$ cat src/rtl/sram_arb_pkg.sv
// Shared definitions for the image-SRAM read arbiter: default sizes, FSM
// encoding and the fixed requester slot assignment of the decoder sub-engines.
package sram_arb_pkg;

    localparam int NUM_REQ_DEFAULT = 6;
    localparam int ADDR_W_DEFAULT  = 12;

    typedef enum logic {
        ARB    = 1'b0,
        LOCKED = 1'b1
    } arb_state_e;

    localparam int PRE_SCAN_ID = 0;
    localparam int NUM_ID      = 1;
    localparam int SCAN_ID     = 2;
    localparam int LOC_ID      = 3;
    localparam int ROTATE_ID   = 4;
    localparam int DEMASK_ID   = 5;

endpackage

$ cat src/rtl/arb_pick.sv
// Combinational one-hot picker: first requester at or after start_i, wrapping
// modulo NUM_REQ, found by rotate / isolate-lowest-one / rotate back.
module arb_pick #(
    parameter int NUM_REQ = 6,
    parameter int IDX_W   = 3
) (
    input  logic [NUM_REQ-1:0] req_i,
    input  logic [IDX_W-1:0]   start_i,
    output logic [NUM_REQ-1:0] gnt_o,
    output logic [IDX_W-1:0]   idx_o
);
    localparam logic [NUM_REQ-1:0] ONE = {{(NUM_REQ-1){1'b0}}, 1'b1};

    logic [2*NUM_REQ-1:0] dbl_s;
    logic [2*NUM_REQ-1:0] back_s;
    logic [NUM_REQ-1:0]   rot_s;
    logic [NUM_REQ-1:0]   first_s;

    // rotate so start_i sits at bit 0, keep the lowest one, rotate back
    always_comb begin
        dbl_s   = {req_i, req_i} >> start_i;
        rot_s   = dbl_s[NUM_REQ-1:0];
        first_s = rot_s & (~rot_s + ONE);
        back_s  = {first_s, first_s} << start_i;
        gnt_o   = back_s[2*NUM_REQ-1:NUM_REQ];
        idx_o   = '0;
        for (int k = 0; k < NUM_REQ; k++) begin
            idx_o = idx_o | ({IDX_W{gnt_o[k]}} & IDX_W'(k));
        end
    end

endmodule

$ cat src/rtl/sram_read_arbiter.sv
// Single-port image SRAM read arbiter with lockable bursts and a 2-cycle
// tag pipeline. Define SRAM_ARB_RR_EN for round-robin, else fixed priority.
module sram_read_arbiter
    import sram_arb_pkg::*;
#(
    parameter int NUM_REQ = NUM_REQ_DEFAULT,
    parameter int ADDR_W  = ADDR_W_DEFAULT
) (
    input  logic                      clk,
    input  logic                      srst_n,
    input  logic [NUM_REQ-1:0]        req,
    input  logic [NUM_REQ-1:0]        lock,
    input  logic [NUM_REQ*ADDR_W-1:0] req_addr,
    output logic [NUM_REQ-1:0]        gnt,
    output logic [ADDR_W-1:0]         sram_raddr,
    input  logic                      sram_rdata,
    output logic                      rdata,
    output logic [NUM_REQ-1:0]        rdata_vld,
    output logic                      locked
);
    localparam int IDX_W = (NUM_REQ > 1) ? $clog2(NUM_REQ) : 1;
    localparam logic [NUM_REQ-1:0] ONE_HOT0 = {{(NUM_REQ-1){1'b0}}, 1'b1};

    arb_state_e         state_q, state_d;
    logic [NUM_REQ-1:0] owner_q, owner_d;
    logic [ADDR_W-1:0]  raddr_q, raddr_d;
    logic               v1_q;
    logic [IDX_W-1:0]   id1_q;
    logic [NUM_REQ-1:0] vld_q;

    logic [NUM_REQ-1:0] cand_s;
    logic [NUM_REQ-1:0] pick_gnt_s;
    logic [IDX_W-1:0]   pick_idx_s;
    logic [IDX_W-1:0]   start_s;
    logic               any_s;
    logic               win_lock_s;
    logic [ADDR_W-1:0]  win_addr_s;

`ifdef SRAM_ARB_RR_EN
    logic [IDX_W-1:0] ptr_q, ptr_d;

    // search starts one past the last ARB-state winner; locked beats never move it
    always_comb begin
        if (ptr_q == IDX_W'(NUM_REQ - 1)) begin
            start_s = '0;
        end else begin
            start_s = ptr_q + IDX_W'(1);
        end
        if (state_q == ARB && any_s) begin
            ptr_d = pick_idx_s;
        end else begin
            ptr_d = ptr_q;
        end
    end

    // round-robin pointer register
    always_ff @(posedge clk or negedge srst_n) begin
        if (!srst_n) begin
            ptr_q <= IDX_W'(NUM_REQ - 1);
        end else begin
            ptr_q <= ptr_d;
        end
    end
`else
    assign start_s = '0;
`endif

    // while locked only the owner may compete
    always_comb begin
        if (state_q == LOCKED) begin
            cand_s = req & owner_q;
        end else begin
            cand_s = req;
        end
    end

    arb_pick #(
        .NUM_REQ (NUM_REQ),
        .IDX_W   (IDX_W)
    ) u_pick (
        .req_i   (cand_s),
        .start_i (start_s),
        .gnt_o   (pick_gnt_s),
        .idx_o   (pick_idx_s)
    );

    assign any_s      = |pick_gnt_s;
    assign win_lock_s = |(lock & pick_gnt_s);
    assign gnt        = pick_gnt_s;

    // one-hot AND-OR mux of the winner's address
    always_comb begin
        win_addr_s = '0;
        for (int k = 0; k < NUM_REQ; k++) begin
            win_addr_s = win_addr_s | ({ADDR_W{pick_gnt_s[k]}} & req_addr[k*ADDR_W +: ADDR_W]);
        end
    end

    // lock FSM next state and address hold
    always_comb begin
        state_d = state_q;
        owner_d = owner_q;
        raddr_d = raddr_q;
        case (state_q)
            ARB: begin
                if (any_s && win_lock_s) begin
                    state_d = LOCKED;
                    owner_d = pick_gnt_s;
                end else begin
                    state_d = ARB;
                end
            end
            LOCKED: begin
                if (|(lock & owner_q)) begin
                    state_d = LOCKED;
                end else begin
                    state_d = ARB;
                end
            end
            default: begin
                state_d = ARB;
            end
        endcase
        if (any_s) begin
            raddr_d = win_addr_s;
        end else begin
            raddr_d = raddr_q;
        end
    end

    // FSM, SRAM address and tag pipeline registers
    always_ff @(posedge clk or negedge srst_n) begin
        if (!srst_n) begin
            state_q <= ARB;
            owner_q <= '0;
            raddr_q <= '0;
            v1_q    <= 1'b0;
            id1_q   <= '0;
            vld_q   <= '0;
        end else begin
            state_q <= state_d;
            owner_q <= owner_d;
            raddr_q <= raddr_d;
            v1_q    <= any_s;
            id1_q   <= pick_idx_s;
            vld_q   <= v1_q ? (ONE_HOT0 << id1_q) : '0;
        end
    end

    assign sram_raddr = raddr_q;
    assign rdata      = sram_rdata;
    assign rdata_vld  = vld_q;
    assign locked     = (state_q == LOCKED);

endmodule
$ cat config.mk
export PLATFORM = sky130hd
export DESIGN_NAME = sram_read_arbiter
export DESIGN_NICKNAME = d
export VERILOG_FILES = /design/src/rtl/sram_arb_pkg.sv /design/src/rtl/arb_pick.sv /design/src/rtl/sram_read_arbiter.sv
export SDC_FILE = /design/constraint.sdc
export NUM_CORES = 1
export LEC_CHECK = 0
export ABC_AREA = 1
export CELL_PAD_IN_SITES_DETAIL_PLACEMENT = 1
export CELL_PAD_IN_SITES_GLOBAL_PLACEMENT = 2
export CORE_MARGIN = 5
export CORE_UTILIZATION = 17
export DETAILED_ROUTE_END_ITERATION = 8
export PLACE_DENSITY = 0.8
export SYNTH_ARGS = -nofsm -noshare
export SYNTH_HDL_FRONTEND = slang
export SYNTH_SLANG_ARGS = --single-unit
$ cat constraint.sdc
create_clock -name clk -period 1.81 [get_ports clk]
set_input_delay 0.181 -clock clk [delete_from_list [all_inputs] [get_ports clk]]
set_output_delay 0.181 -clock clk [all_outputs]
set_load 0.005 [all_outputs]
==> impl_metrics.csv <==
group,metric,value,unit
sta,maxSlewHeadroom,74.6,%
cts,path_clk_slew,0.06,ns
cts,cts_hold_buf,0,
critical_path,cp.required,1.63,ns
sta,final_max_slew_viol_count,0,
finish,fin_cells,508,
placed_design,port-buffer-count,110,
critical_path,rrSetupSlack,0.06,ns
sta,fin_crit,1.77,ns
cts,clockRootBuffer,"clkbuf_8",
cts,cts_tree,"done",
critical_path,end_kind,"primary output",
global_route,grt_pass1_wl,12200,um
placed_design,place_hpwl,6650,um
routing,drt_pass1_iterations,4,
status,status,"complete, no violations",
critical_path,crit_type,"flip-flop to primary output",
synth,seq_area_frac_synth,42.7,%
finish,syn_to_final_growth,94.2,%
routing,vias,2144,
sta,fin_worst_skew,0.00241,ns
die,die_area,12100,sq um
pwr,irDropWorstVdd,0.000371,V
die,start_util,17.4,%
critical_path,reg2reg_depth,13,
routing,drtIter0Drc,57,
pwr,p_leak,0.00148,uW
sta,finalCritPeriodShare,97.9,%
global_route,grt_max_degree,30,
hold_path,worstHoldPathType,"input port to async pin",
finish,drive_above_1_share,17.9,%
synth,synthCells,238,
sta,fin_setup_tns,0,ns
routing,vias_per_cell,4.22,
sta,fmax,564,MHz
die,die_width,110,um
pwr,p_per_area,1140,nW/um^2
routing,wl_per_cell,16.2,um
sta,rsz0062_at_grt,"yes",
cts,cts_buffer_depth,2,
critical_path,r2r_end,"owner_q[2]$_DFFE_PN0P_",
placed_design,gp_congestion,0.810,
routing,drc_errors,0,
synth,syn_area_per_cell,7.14,sq um
routing,ant_nets,0,
die,die_y,110,um
global_route,gr-total-overflow,0,
critical_path,path_max_fanout,4,
synth,synth.ff_latch_count,29,
cts,clock-sinks,29,
synth,synthesis.nets,325,
placed_design,dp_cells,493,
sta,hold_ws,0.287,ns
job,drv_cap,0,
die,core_area,9770,sq um
critical_path,worstSetupStartpointType,"flip-flop",
cts,htree_levels,2,
synth,synthDistinctLibCells,21,
cts,insertion_delay,0.27,ns
sta,finalSetupViolCount,0,
finish,nets,461,
synth,syn_area,1700,sq um
die,num_rows,36,
cts,cts_buffers,5,
global_route,antenna_found_initial,0,
critical_path,r2r-start,"locked$_DFF_PN0_",
finish,antenna_cells,0,
synth,ys_warn_count,0,
sta,final_hold_viol_count,0,
routing,wirelength,8230,um
critical_path,crit_arrival,1.59,ns
sta,tightest_slew,0.381,ns
global_route,first_global_vias,2359,
global_route,grt_use_total,13.2,%
die,ioPinCount,113,
==> cell usage in the layout (no fill, tap or decap), drive strengths merged, types with 2 or more instances in the layout <==
cell / netlist / routed
nand3: 25 / 25
buf: 9 / 29
nor2: 7 / 7
o21ai: 2 / 2
a21oi: 13 / 13
nand4: 25 / 25
nor3: 4 / 4
clkinv: 1 / 3
nand2: 103 / 103
clkdlybuf4s50: 0 / 104
dlygate4sd2: 0 / 5
clkbuf: 1 / 6
inv: 17 / 17
dfrtp: 29 / 29
==> flip-flops by register name, indices dropped and copies added, names as in the netlist <==
| register | count |
|---|---|
| id1_q | 3 |
| locked | 1 |
| owner_q | 6 |
| rdata_vld | 6 |
| sram_raddr | 12 |
| v1_q | 1 |
==> repair_timing <==
action	in CTS	in global routing
hold endpoints to repair	0	0
buffers inserted	4	3
setup endpoints to repair	6	12
pin swaps	4	4
resized for setup	16	15
==> layer usage <==
layer | wire length (um) | share of wire (%) | GRT usage, %
met3 | 528 | 6.4 | 3.20
met1 | 3460 | 42 | 16.1
met2 | 4070 | 49 | 22.7
met4 | 168 | 2.0 | 4.72
met5 | 0 | 0 | 0
==> worst max path at each step <==
| stage | from | to | slack [ns] |
|---|---|---|---|
| after floorplan | locked$_DFF_PN0_ | owner_q[0]$_DFFE_PN0P_ | 0.32 |
| after global placement | req[1] | gnt[2] | -0.11 |
| after detailed placement | req[1] | gnt[2] | -0.13 |
| after CTS | owner_q[0]$_DFFE_PN0P_ | gnt[5] | 0.004 |
| after global routing | locked$_DFF_PN0_ | gnt[5] | -0.02 |
| final | owner_q[1]$_DFFE_PN0P_ | gnt[5] | 0.04 |
==> synthesized netlist by cell type (all sizes together) <==
master / n / share of area, %
o21a: 1 / 0.44
nor3: 4 / 1.2
inv: 17 / 3.8
nand4: 25 / 9.2
clkbuf: 1 / 0.22
nor2: 7 / 2.8
buf: 9 / 3.1
clkinv: 1 / 0.22
nand3: 25 / 7.4
dfrtp: 29 / 43
nand2: 103 / 24
a221oi: 1 / 0.52
a21oi: 13 / 3.8
o21ai: 2 / 0.59
==> report_power, final <==
| group | internal, uW | switching, uW |
|---|---|---|
| Combinational | 1100 | 1060 |
| Clock | 265 | 246 |
| Sequential | 919 | 170 |
| Total | 2290 | 1470 |
==> worst max-delay path, stage by stage, from the launching register on <==
cell           delay, ns
dfrtp_1             0.42
inv_1               0.08
nand2_2             0.05
nand2_2             0.10
nand2_4             0.09
nor2_8              0.11
buf_6               0.12
nand2_2             0.06
inv_2               0.05
dlygate4sd2_1       0.22
==> final cells by class <==
cell class | count | area [sq um]
Tap cell | 133 | 166
Sequential cell | 29 | 727
Clock inverter | 3 | 17.5
Inverter | 18 | 70.1
Timing Repair Buffer | 139 | 1330
Fill cell | 1195 | 6470
Multi-Input combinational cell | 181 | 922
Clock buffer | 5 | 68.8
==> cell families after synthesis <==
kind of cell,count (synthesis),share of synthesized area [%]
and+or+nand+nor,164,44.6
DFF,29,42.7
buffers and inverters,28,7.29
AOI/OAI and AO/OA,17,5.38
==> stage by stage <==
stage	setup WS [ns]	utilization (%)	area, sq um	total power [uW]
after global routing	-0.0234	33.8	3300	4050
after CTS	0.00437	32.9	3220	3660
final	0.0378	33.8	3300	3760
after detailed placement	-0.132	31.5	3080	3060
after global placement	-0.106	31.5	3080	3020
after floorplan	0.325	-	1700	1900
Note: power is estimated with default switching activity, not from simulation.
